[src/rtl/serial_adder_pkg.sv]
// Shared definitions for the bit-serial adder: FSM state encoding and a
// ceiling-log2 helper used to size the bit counter.
package serial_adder_pkg;

  localparam logic [1:0] ST_IDLE = 2'd0;
  localparam logic [1:0] ST_RUN  = 2'd1;
  localparam logic [1:0] ST_DONE = 2'd2;

  typedef enum logic [1:0] {
    StIdle = ST_IDLE,
    StRun  = ST_RUN,
    StDone = ST_DONE
  } state_e;

  // Ceiling log2, never less than 1 so a counter always has at least one bit.
  function automatic int unsigned clog2(input int unsigned value);
    int unsigned r;
    int unsigned v;
    r = 0;
    v = value - 1;
    while (v > 0) begin
      r = r + 1;
      v = v >> 1;
    end
    if (r == 0) begin
      r = 1;
    end
    return r;
  endfunction

endpackage

[src/rtl/full_adder.sv]
// Combinational one-bit full adder cell.
// Ports: a, b, cin - addend bits and carry-in
//        sum, carry - sum bit and carry-out
module full_adder (
  input  logic a,
  input  logic b,
  input  logic cin,
  output logic sum,
  output logic carry
);

  assign sum   = a ^ b ^ cin;
  assign carry = (a & b) | (a & cin) | (b & cin);

endmodule

[src/rtl/serial_adder.sv]
// Bit-serial adder: adds two WIDTH-bit operands plus carry-in LSB-first, one
// bit per clock, through a single full_adder cell with a registered carry.
// Ports: clk, rst (synchronous, active-high)
//        in_valid/in_ready, a_in, b_in, cin      - operand handshake
//        out_valid/out_ready, sum_out, cout_out,
//        ovf_out                                 - result handshake
module serial_adder
  import serial_adder_pkg::*;
#(
  parameter int unsigned WIDTH = 8
) (
  input  logic             clk,
  input  logic             rst,
  input  logic             in_valid,
  output logic             in_ready,
  input  logic [WIDTH-1:0] a_in,
  input  logic [WIDTH-1:0] b_in,
  input  logic             cin,
  output logic             out_valid,
  input  logic             out_ready,
  output logic [WIDTH-1:0] sum_out,
  output logic             cout_out,
  output logic             ovf_out
);

  localparam int unsigned CntW = clog2(WIDTH);
  localparam logic [CntW-1:0] LastCnt = CntW'(WIDTH - 1);

  state_e            state_q, state_d;
  logic [WIDTH-1:0]  a_sh_q, a_sh_d;
  logic [WIDTH-1:0]  b_sh_q, b_sh_d;
  logic [WIDTH-1:0]  s_sh_q, s_sh_d;
  logic              carry_q, carry_d;
  logic [CntW-1:0]   cnt_q, cnt_d;
  logic [WIDTH-1:0]  sum_q, sum_d;
  logic              cout_q, cout_d;
  logic              ovf_q, ovf_d;

  logic fa_sum;
  logic fa_carry;

  full_adder u_full_adder (
    .a     (a_sh_q[0]),
    .b     (b_sh_q[0]),
    .cin   (carry_q),
    .sum   (fa_sum),
    .carry (fa_carry)
  );

  // Held low while rst is high so nothing is advertised during reset.
  assign in_ready  = (state_q == StIdle) && !rst;
  assign out_valid = (state_q == StDone);
  assign sum_out   = sum_q;
  assign cout_out  = cout_q;
  assign ovf_out   = ovf_q;

  always_comb begin
    state_d = state_q;
    a_sh_d  = a_sh_q;
    b_sh_d  = b_sh_q;
    s_sh_d  = s_sh_q;
    carry_d = carry_q;
    cnt_d   = cnt_q;
    sum_d   = sum_q;
    cout_d  = cout_q;
    ovf_d   = ovf_q;
    unique case (state_q)
      StIdle: begin
        if (in_valid) begin
          a_sh_d  = a_in;
          b_sh_d  = b_in;
          carry_d = cin;
          cnt_d   = '0;
          state_d = StRun;
        end
      end
      StRun: begin
        a_sh_d  = {1'b0, a_sh_q[WIDTH-1:1]};
        b_sh_d  = {1'b0, b_sh_q[WIDTH-1:1]};
        s_sh_d  = {fa_sum, s_sh_q[WIDTH-1:1]};
        carry_d = fa_carry;
        cnt_d   = cnt_q + 1'b1;
        if (cnt_q == LastCnt) begin
          // Result registers hold the value past the handshake, so they are
          // loaded here. Overflow is the carry into the MSB (carry_q, before
          // update) XOR the carry out of it.
          sum_d   = {fa_sum, s_sh_q[WIDTH-1:1]};
          cout_d  = fa_carry;
          ovf_d   = carry_q ^ fa_carry;
          cnt_d   = '0;
          state_d = StDone;
        end
      end
      StDone: begin
        if (out_ready) begin
          state_d = StIdle;
        end
      end
      default: state_d = StIdle;
    endcase
  end

  always_ff @(posedge clk) begin
    if (rst) begin
      state_q <= StIdle;
      a_sh_q  <= '0;
      b_sh_q  <= '0;
      s_sh_q  <= '0;
      carry_q <= 1'b0;
      cnt_q   <= '0;
      sum_q   <= '0;
      cout_q  <= 1'b0;
      ovf_q   <= 1'b0;
    end else begin
      state_q <= state_d;
      a_sh_q  <= a_sh_d;
      b_sh_q  <= b_sh_d;
      s_sh_q  <= s_sh_d;
      carry_q <= carry_d;
      cnt_q   <= cnt_d;
      sum_q   <= sum_d;
      cout_q  <= cout_d;
      ovf_q   <= ovf_d;
    end
  end

endmodule

[config.mk]
export PLATFORM = sky130hd
export DESIGN_NAME = serial_adder
export DESIGN_NICKNAME = d
export VERILOG_FILES = /design/src/rtl/serial_adder_pkg.sv /design/src/rtl/full_adder.sv /design/src/rtl/serial_adder.sv
export SDC_FILE = /design/constraint.sdc
export NUM_CORES = 1
export LEC_CHECK = 0
export CORE_AREA = 5 5 81 64
export DETAILED_ROUTE_END_ITERATION = 16
export DIE_AREA = 0 0 86 69
export PLACE_DENSITY_LB_ADDON = 0.08
export SLEW_MARGIN = 10
export SYNTH_ARGS = -nofsm -noshare
export SYNTH_HDL_FRONTEND = slang
export SYNTH_SLANG_ARGS = --single-unit
[constraint.sdc]
create_clock -name clk -period 1.98 [get_ports clk]
set_input_delay 0.594 -clock clk [delete_from_list [all_inputs] [get_ports clk]]
set_output_delay 0.594 -clock clk [all_outputs]
set_load 0.02 [all_outputs]
; Yosys cells after proc, flatten, opt, wreduce, memory -nomap -nowiden
; Cells that the tools add are included.
[op_classes]
bitwise = 8
reduce_logical = 7
n_eq_ne = 6
n_addsub = 1
muxes = 13
[ops]
columns = operator, n
row1 = $pmux 8 s2, 2
row2 = $mux 8, 2
row3 = $mux 2, 3
row4 = $mux 3, 2
row5 = $pmux 2 s3, 1
row6 = $pmux 3 s2, 1
row7 = $ne 2x2->1 const B, 2
row8 = $reduce_and 2->1, 2
row9 = $add 3x1->3 const B, 1
row10 = $and 1x1->1, 3
row11 = $eq 3x3->1 const B, 1
row12 = $reduce_and 3->1, 1
row13 = $xor 1x1->1, 3
row14 = $eq 2x1->1 const B, 1
row15 = $eq 2x2->1 const B, 1
row16 = $logic_not 2->1, 1
row17 = $ne 2x1->1 const B, 1
row18 = $or 1x1->1, 2
row19 = $pmux 1 s2, 1
row20 = $reduce_bool 2->1, 1
row21 = $logic_and 1x1->1, 1
row22 = $logic_not 1->1, 1
row23 = $mux 1, 1
[word_totals]
inputBits = 21
register_bits = 40
out_inout_bits = 12
word_cells = 44

; Logic depth before layout (Yosys ltp)
; Gate-level depths: netlist of the first run.
[logic_depth]
ltp_word = 4
ltp_mapped = 6
ltp_nobuf = 5

; Hierarchy
; A second synthesis of the first run with hierarchy kept.
[hier_totals]
cells_unflattened = 195
area_unflattened_um2 = 1612.8
[by_module_without_submodules]
columns = module, seq_area_each_um2, area_per_inst_um2, cells_each, instances
row1 = serial_adder, 780.7, 1592.8, 194, 1
row2 = full_adder, 0.0, 20.0, 1, 1

; Least setup slack after synthesis of the first run
; OpenSTA, ideal clock, no wires.
[synth_path]
kind = input to output
from = input rst
to = output in_ready
n_path_buf = 1
required_ns = 1.386
slack_ns = 0.150
t_arrival_ns = 1.236
path_stages = 2
cell_sequence = buf_2 -> nor3_1
[synth_between]
elab_chain_len = 2
[synth_lines]
columns = item, line_no
row1 = start: declaration, serial_adder.sv:13  ; input logic rst,
row2 = $logic_not 1->1, serial_adder.sv:51  ; assign in_ready = (state_q == StIdle) && !rst;
row3 = $logic_and 1x1->1, serial_adder.sv:51
row4 = end: declaration, serial_adder.sv:15  ; output logic in_ready,
; No other way between the ends.

; Final worst setup path of the first run
[layout_path]
from = register cout_q (netlist: cout_out)
to = output cout_out
[layout_rtl]
columns = item, line_no
row1 = start: declaration, serial_adder.sv:36  ; logic cout_q, cout_d;
row2 = start signal: assignment, serial_adder.sv:122  ; cout_q <= cout_d;
row3 = end: declaration, serial_adder.sv:22  ; output logic cout_out,
; No word-level cell between the ends.

==> impl_metrics.toml, run 1 <==
[global_route]
grt_first_pass_wirelength_um = 6072
grt_pass1_vias = 1314
antenna_found_initial = 0
grt_max_degree = 40
track_usage = 0.1258
grt-ovfl-total = 0

[setup_path]
setup.worst_path.class = "flip-flop to output pin"
crit_slowest_cell = "clkdlybuf4s50_1"
cp.arrival_ns = 1.24
cp_max_fo = 2
crit_buf_inv = 1
cp_cell_sequence = "clkdlybuf4s50_1"
crit_family = "buffers and inverters"
worstSetupStartpointType = "flip-flop"
critPathRequiredTime_ns = 1.39
rrSetupSlack_ns = 0.40
cp-end-kind = "output pin"
cpPeakStageDelay_ns = 0.61

[timing]
rsz0062_at_grt = "no"
slew_violations = 0
tightest_slew_ns = 0.6710
maxSlewHeadroom = 0.5522
setup_viol = 0
skew_ns = 0.008418
fmax_ghz = 0.5448
fin_crit_sh = 0.9271
final_hold_viol_count = 0
min_period_ns = 1.836

[floorplanning]
die_w_um = 86
ioPinCount = 33
core_area_um2 = 4335
die_area_um2 = 5934
start_util = 0.3856
rows = 21
die_height_um = 69

[clock_network]
clk_pin_slew_ns = 0.07
cts_tree = "built"
worstSkewPairLatency_ns = 0.29
clockBufferDepth = 2
root_buffer = "clkbuf_8"
numCtsBuffers = 5
clkSinkCount = 39
htreeDepth = 2

[routing]
drtIter0Drc = 71
firstDrtPassIters = 4
final_antenna_net_count = 0
vias = 1335
drc = 0
viasPerCell = 4.981
routedWlPerCell_um = 13.25
wl_um = 3550

[status]
status = "complete, no violations"

[final_layout]
nNetsFinal = 234
drive_gt1_frac = 0.1611
diodes = 0
final_cell_area_um2 = 2100
syn_to_final_growth_pct = 25.60
finalNonFillerCells = 268

[logic_synthesis]
synth_area_um2 = 1672
synth-seq-cells = 39
syn_inst = 178
avgSynthCellArea_um2 = 9.391
yosysUniqueCellTypes = 30
syn_nets = 202
ys_seq_area_frac = 0.4671
yosys_warnings = 0

[placed_design]
dpl_cell_area_um2 = 2011
dp.cells = 260
place_hpwl_um = 2432
gp_congestion = 0.7875
port_buffers = 32

[power]
power.density_nw_per_um2 = 747.5
ir_drop_mv = 0.4173
p_leak_nw = 0.7533
total_power_mw = 1.569

[hold_path]
worstHoldPathType = "flip-flop to flip-flop"

[run]
maxCapViolations = 0
final cells by class:
class	instances	area (um^2)
Tap cell	57	71.32
Timing Repair Buffer	37	369.1
Fill cell	426	2236
Inverter	16	60.06
Clock inverter	2	12.51
Multi-Input combinational cell	111	733.2
Sequential cell	39	780.7
Clock buffer	6	72.57
per-layer routing:
layer  vias to the layer above  wire (um)  GRT usage
li1                        678          -          -
met1                       623       1774     0.1668
met2                        28       1553     0.1925
met3                         6        177    0.03571
met4                         0         44    0.04745
met5                         -          0          0
registers in the layout, indices dropped and copies added (netlist names):
name      flops
a_sh_q        8
b_sh_q        8
sum_out       8
s_sh_q        7
cnt_q         3
state_q       2
carry_q       1
cout_out      1
ovf_out       1
cells in the final DEF (no fill, tap or decap), drive strengths merged:
master / Yosys / layout
a22oi: 3 / 3
nand3b: 1 / 1
clkinvlp: 0 / 1
dfxtp: 39 / 39
buf: 10 / 6
fa: 1 / 1
and3b: 1 / 1
xnor2: 1 / 1
nand2: 34 / 34
a211oi: 1 / 1
ha: 2 / 2
a21oi: 33 / 33
o21bai: 1 / 1
nand2b: 2 / 2
a32oi: 2 / 2
nor2: 9 / 9
nor3: 2 / 2
mux2i: 1 / 1
inv: 16 / 16
clkdlybuf4s50: 0 / 29
dlymetal6s2s: 0 / 1
dlygate4sd2: 0 / 1
clkinv: 0 / 1
o221a: 15 / 15
clkbuf: 2 / 6
nor2b: 2 / 2
power breakdown:
group	internal (mW)	leakage [nW]	switching, mW
clock	0.246	0.0412	0.275
combinational	0.104	0.393	0.0979
sequential	0.821	0.319	0.0252
total	1.17	0.753	0.398
stage by stage:
| stage | hold WS [ns] | setup slack [ns] | util | TNS (ns) |
|---|---|---|---|---|
| CTS | 0.4583 | -0.02371 | 0.4837 | -0.02371 |
| global route | 0.4838 | 0.06415 | 0.4843 | 0 |
| detailed placement | 0.4472 | -0.5354 | 0.4638 | -2.397 |
| floorplan | 0.4321 | 0.1503 | - | 0 |
| finish | 0.4559 | 0.1444 | 0.4843 | 0 |
| global placement | 0.4437 | -0.5488 | 0.4638 | -1.511 |
worst paths after layout:
| check | from | to | cells past startpoint |
|---|---|---|---|
| worst min-delay path | s_sh_q[1]$_SDFFE_PP0N_ | sum_out[0]$_SDFFE_PP0P_ | 2 |
| worst min register to register | s_sh_q[1]$_SDFFE_PP0N_ | sum_out[0]$_SDFFE_PP0P_ | 2 |
| worst max-delay path | cout_out$_SDFFE_PP0P_ | cout_out | 1 |
| worst max register to register | state_q[0]$_SDFFE_PP0P_ | a_sh_q[6]$_SDFFE_PP0P_ | 4 |
synth_stat cells:
| cell type | number | area share |
|---|---|---|
| dfxtp_1 | 39 | 0.47 |
| nand2_1 | 33 | 0.074 |
| a21oi_1 | 23 | 0.069 |
| inv_1 | 16 | 0.036 |
| a21oi_2 | 10 | 0.052 |
| o221a_1 | 10 | 0.067 |
| nor2_1 | 7 | 0.016 |
| o221a_2 | 5 | 0.034 |
| buf_6 | 4 | 0.027 |
| a22oi_1 | 3 | 0.013 |
| buf_2 | 3 | 0.0090 |
| a32oi_1 | 2 | 0.010 |
| buf_4 | 2 | 0.0090 |
| clkbuf_1 | 2 | 0.0045 |
| ha_1 | 2 | 0.015 |
| nand2b_1 | 2 | 0.0075 |
| nor3_1 | 2 | 0.0060 |
| a211oi_2 | 1 | 0.0075 |
| and3b_1 | 1 | 0.0052 |
| buf_12 | 1 | 0.012 |
| fa_1 | 1 | 0.012 |
| mux2i_1 | 1 | 0.0060 |
| nand2_2 | 1 | 0.0037 |
| nand3b_1 | 1 | 0.0045 |
| nor2_2 | 1 | 0.0037 |
| nor2_4 | 1 | 0.0067 |
| nor2b_1 | 1 | 0.0037 |
| nor2b_4 | 1 | 0.0082 |
| o21bai_1 | 1 | 0.0045 |
| xnor2_1 | 1 | 0.0052 |
kinds of logic (layout without fill, tap and decap cells):
family	Yosys count	after routing	synth area share
AOI/OAI and AO/OA	55	55	0.2582
DFF	39	39	0.4671
and+or+nand+nor	51	51	0.1392
xor gates and xnor gates	1	1	0.005240
adders and majority gates	3	3	0.02694
buffers and inverters	28	61	0.09730
muxes	1	1	0.005988
repair_timing:
action / CTS / global route
endpoints found under the hold margin: 0 / 0
endpoints found under the setup margin: 2 / 1
hold buffers: 0 / 0
resized for setup: 8 / 1
pin swaps: 0 / 1
buffers inserted: 0 / 0
Power figures use the tool's default switching activity.
==> run 2: changes to the inputs <==
CELL_PAD_IN_SITES_DETAIL_PLACEMENT = 1   (was not set)
CELL_PAD_IN_SITES_GLOBAL_PLACEMENT = 2   (was not set)
CORE_AREA = 5 5 96 75   (was 5 5 81 64)
DIE_AREA = 0 0 101 80   (was 0 0 86 69)
clock period = 1.58 ns   (was 1.98 ns; I/O delays follow)
==> impl_metrics.toml, run 2 (synthesized netlist as in run 1, its figures left out) <==
[setup_path]
worstSetupStartpointType = "input port"
cpPeakStageDelay_ns = 0.29
crit_buf_inv = 2
cp_cell_sequence = "dlygate4sd2_1 -> nor3_2 -> buf_2"
cp-end-kind = "output pin"
cp_max_fo = 2
crit_family = "buffers and inverters"
cp.arrival_ns = 1.05
critPathRequiredTime_ns = 1.11
crit_slowest_cell = "dlygate4sd2_1"
setup.worst_path.class = "input port to output pin"

[global_route]
grt_first_pass_wirelength_um = 6865
grt_max_degree = 40
grt_pass1_vias = 1438
grt-ovfl-total = 0
antenna_found_initial = 0
track_usage = 0.1072

[floorplanning]
rows = 25
die_area_um2 = 8080
start_util = 0.2713
ioPinCount = 33
core_area_um2 = 6162
die_height_um = 80
die_w_um = 101

[routing]
firstDrtPassIters = 4
final_antenna_net_count = 0
drtIter0Drc = 28
wl_um = 4125
drc = 0
routedWlPerCell_um = 13.98
vias = 1338
viasPerCell = 4.536

[timing]
tightest_slew_ns = 0.4751
fmax_ghz = 0.6541
maxSlewHeadroom = 0.6833
slew_violations = 0
rsz0062_at_grt = "no"
skew_ns = 0.006869
fin_ws_ns = 0.05126
fin_crit_sh = 0.9676
setup_viol = 0
final_hold_viol_count = 0
min_period_ns = 1.529

[hold_path]
worstHoldPathType = "flip-flop to flip-flop"

[clock_network]
numCtsBuffers = 5
clk_pin_slew_ns = 0.07
cts_tree = "built"
worstSkewPairLatency_ns = 0.28
clkSinkCount = 39
clockBufferDepth = 2
root_buffer = "clkbuf_8"
htreeDepth = 2
cts_hold_buf = 0

[status]
status = "complete, no violations"

[final_layout]
layout_common_cells = "39 x dfxtp_1, 33 x nand2_1, 23 x a21oi_1"
postLayoutCoreUtil = 0.3511
nNetsFinal = 238
layout_commonest_cell = "dfxtp_1"
diodes = 0
syn_to_final_growth_pct = 29.42
n_fill_cell = 726
drive_gt1_frac = 0.1916

[power]
p_leak_nw = 0.8273
ir_drop_mv = 0.3039
power.density_nw_per_um2 = 924.0
total_power_mw = 1.999

[placed_design]
port_buffers = 32
place_hpwl_um = 2972
dp_slack_ns = -0.6360
gp_congestion = 0.6606

[run]
maxCapViolations = 0
## run 2: cell types whose count changed in the layout (fill, tap and decap cells not counted), moves of 2 or more
| cell | delta |
|---|---|
| dlygate4sd2_1 | +10 |
| buf_4 | +2 |
| clkdlybuf4s50_1 | -10 |
| buf_2 | +2 |
## run 2: power by group
group	switching, mW	internal, mW	total (mW)
Combinational	0.129	0.133	0.262
Sequential	0.0311	1.03	1.06
Clock	0.334	0.343	0.676
Total	0.494	1.50	2.00
## run 2: routing by layer
metal,vias to the layer above,GRT usage,wire [um]
li1,679,-,-
met1,635,0.1361,2086
met2,22,0.1800,1850
met3,2,0.03057,169
met4,0,0.02390,19
met5,-,0,0
## run 2: worst min-delay path, stage by stage (launching register included)
cell	delay [ns]
dfxtp_1	0.31
nand2_1	0.05
a21oi_1	0.05
## run 2: area by class of cell
cell class	instances	area, um^2	share of cell area
clock buffers	6	82.58	0.03817
clock inverters	1	5.005	0.002313
inverters	16	60.06	0.02776
multi-input cells	111	744.5	0.3441
flip-flops and latches	39	780.7	0.3609
well taps	81	101.3	0.04685
repair buffers	41	389.1	0.1799
## run 2: final timing paths
check	start	end	slack, ns	depth (start not counted)
hold / removal	sum_out[5]$_SDFFE_PP0P_	sum_out[5]$_SDFFE_PP0P_	0.45	2
hold reg to reg	sum_out[5]$_SDFFE_PP0P_	sum_out[5]$_SDFFE_PP0P_	0.45	2
setup / recovery	rst	in_ready	0.05	3
setup reg to reg	cnt_q[0]$_SDFFE_PP0P_	ovf_out$_SDFFE_PP0P_	0.13	6
## run 2: timing repair
item,4_1_cts,5_1_grt
endpoints found under the setup margin,27,1
buffers inserted,0,0
pin swaps,0,0
gates resized for setup,21,1
## run 2: per-stage QoR
step / setup TNS [ns] / cell area [um^2] / hold slack [ns] / std cells
global placement: -11.26 / 2088 / 0.4416 / 288
CTS: 0 / 2160 / 0.4614 / 295
detailed placement: -10.99 / 2088 / 0.4521 / 288
floorplan: 0 / 1677 / 0.4321 / 178
global route: 0 / 2163 / 0.4750 / 295
finish: 0 / 2163 / 0.4541 / 295
==> run 3: changes to the inputs <==
CORE_AREA = 5 5 87 69   (was 5 5 96 75)
DIE_AREA = 0 0 92 74   (was 0 0 101 80)
DONT_BUFFER_PORTS = 1   (was not set)
==> impl_metrics.toml, run 3 (synthesized netlist as in run 1, its figures left out) <==
[status]
status = "complete, no violations"

[hold_path]
worstHoldPathType = "input port to flip-flop"

[floorplanning]
die_area_um2 = 6808
rows = 23
ioPinCount = 33
core_area_um2 = 5122
die_height_um = 74
die_w_um = 92
start_util = 0.3263

[timing]
tightest_slew_ns = 0.3810
tns_ns = 0
skew_ns = 0.004060
min_period_ns = 1.505
setup_viol = 0
rsz0062_at_grt = "no"
maxSlewHeadroom = 0.7455
fin_crit_sh = 0.9523
fin_ws_ns = 0.07529
slew_violations = 0
final_hold_viol_count = 0
fmax_ghz = 0.6646

[routing]
final_antenna_net_count = 0
wl_um = 4003
drtIter0Drc = 59
viasPerCell = 5.252
firstDrtPassIters = 4
drc = 0
routedWlPerCell_um = 16.82
vias = 1250

[run]
maxCapViolations = 0

[global_route]
use_met3 = 0.05056
track_usage = 0.1295
antenna_found_initial = 0
grt_pass1_vias = 1317
grt-ovfl-total = 0
grt_max_degree = 41
busiest_layer = "met2"
met1_usage = 0.1658
grt_use_met2 = 0.2023
grt_first_pass_wirelength_um = 6824

[final_layout]
syn_to_final_growth_pct = 6.437
layout_common_cells = "37 x dfxtp_1, 33 x nand2_1, 23 x a21oi_1"
finalNonFillerCells = 238
nNetsFinal = 201
layout_commonest_cell = "dfxtp_1"
drive_gt1_frac = 0.1875
final_cell_area_um2 = 1779
diodes = 0

[setup_path]
cp-end-kind = "output pin"
worstSetupStartpointType = "flip-flop"
setup.worst_path.class = "flip-flop to output pin"
cp_max_fo = 11
cp.arrival_ns = 1.03
critPathRequiredTime_ns = 1.11

[power]
p_leak_nw = 0.6106
ir_drop_mv = 0.4192
power.density_nw_per_um2 = 1047

[clock_network]
clkSinkCount = 39
cts_hold_buf = 0
numCtsBuffers = 5
cts_resized = 4
htreeDepth = 2
cts_setup_buffers = 0
root_buffer = "clkbuf_8"
clk_pin_slew_ns = 0.07
clockBufferDepth = 2
cts_tree = "built"
worstSkewPairLatency_ns = 0.28

[placed_design]
dpl_cell_area_um2 = 1694
port_buffers = 0
gp_congestion = 0.7099
dp.cells = 232
place_hpwl_um = 2755
dp_slack_ns = -0.01942
run 3: layer usage:
| metal | part of all wire | up-vias | routed length (um) |
|---|---|---|---|
| met5 | 0 | - | 0 |
| met2 | 0.45 | 28 | 1792 |
| li1 | - | 608 | - |
| met1 | 0.48 | 610 | 1939 |
| met4 | 0.0090 | 0 | 36 |
| met3 | 0.059 | 4 | 235 |
run 3: layout make-up:
class,count,area (um^2)
clock buffers,6,72.57
fillers,600,3343
inverters,16,60.06
multi-input cells,111,740.7
flip-flops and latches,39,785.8
well taps,62,77.57
repair buffers,4,42.54
run 3: through the flow:
stage	hold slack [ns]	util	power [mW]
2_1_floorplan	0.4321	-	1.252
3_3_place_gp	0.4388	0.3307	1.259
3_5_place_dp	0.4612	0.3307	1.268
4_1_cts	0.2346	0.3461	1.897
5_1_grt	0.2317	0.3473	1.962
6_report	0.2557	0.3473	1.863
run 3: worst max-delay path, stage by stage (launching register included):
cell     delay [ns]
dfxtp_4        0.44
nor2b_1        0.15
buf_4          0.16
run 3: worst paths after layout:
check,start,to,slack [ns],depth (start not counted)
max,state_q[1]$_SDFFE_PP0P_,out_valid,0.08,2
min,rst,state_q[1]$_SDFFE_PP0P_,0.26,1
max reg2reg,cnt_q[0]$_SDFFE_PP0P_,ovf_out$_SDFFE_PP0P_,0.14,5
min reg2reg,s_sh_q[1]$_SDFFE_PP0N_,s_sh_q[1]$_SDFFE_PP0N_,0.46,2
run 3: power by group:
group / switching, mW / internal (mW) / total (mW)
registers: 0.0351 / 1.03 / 1.06
logic: 0.0943 / 0.0848 / 0.179
clock network: 0.326 / 0.295 / 0.620
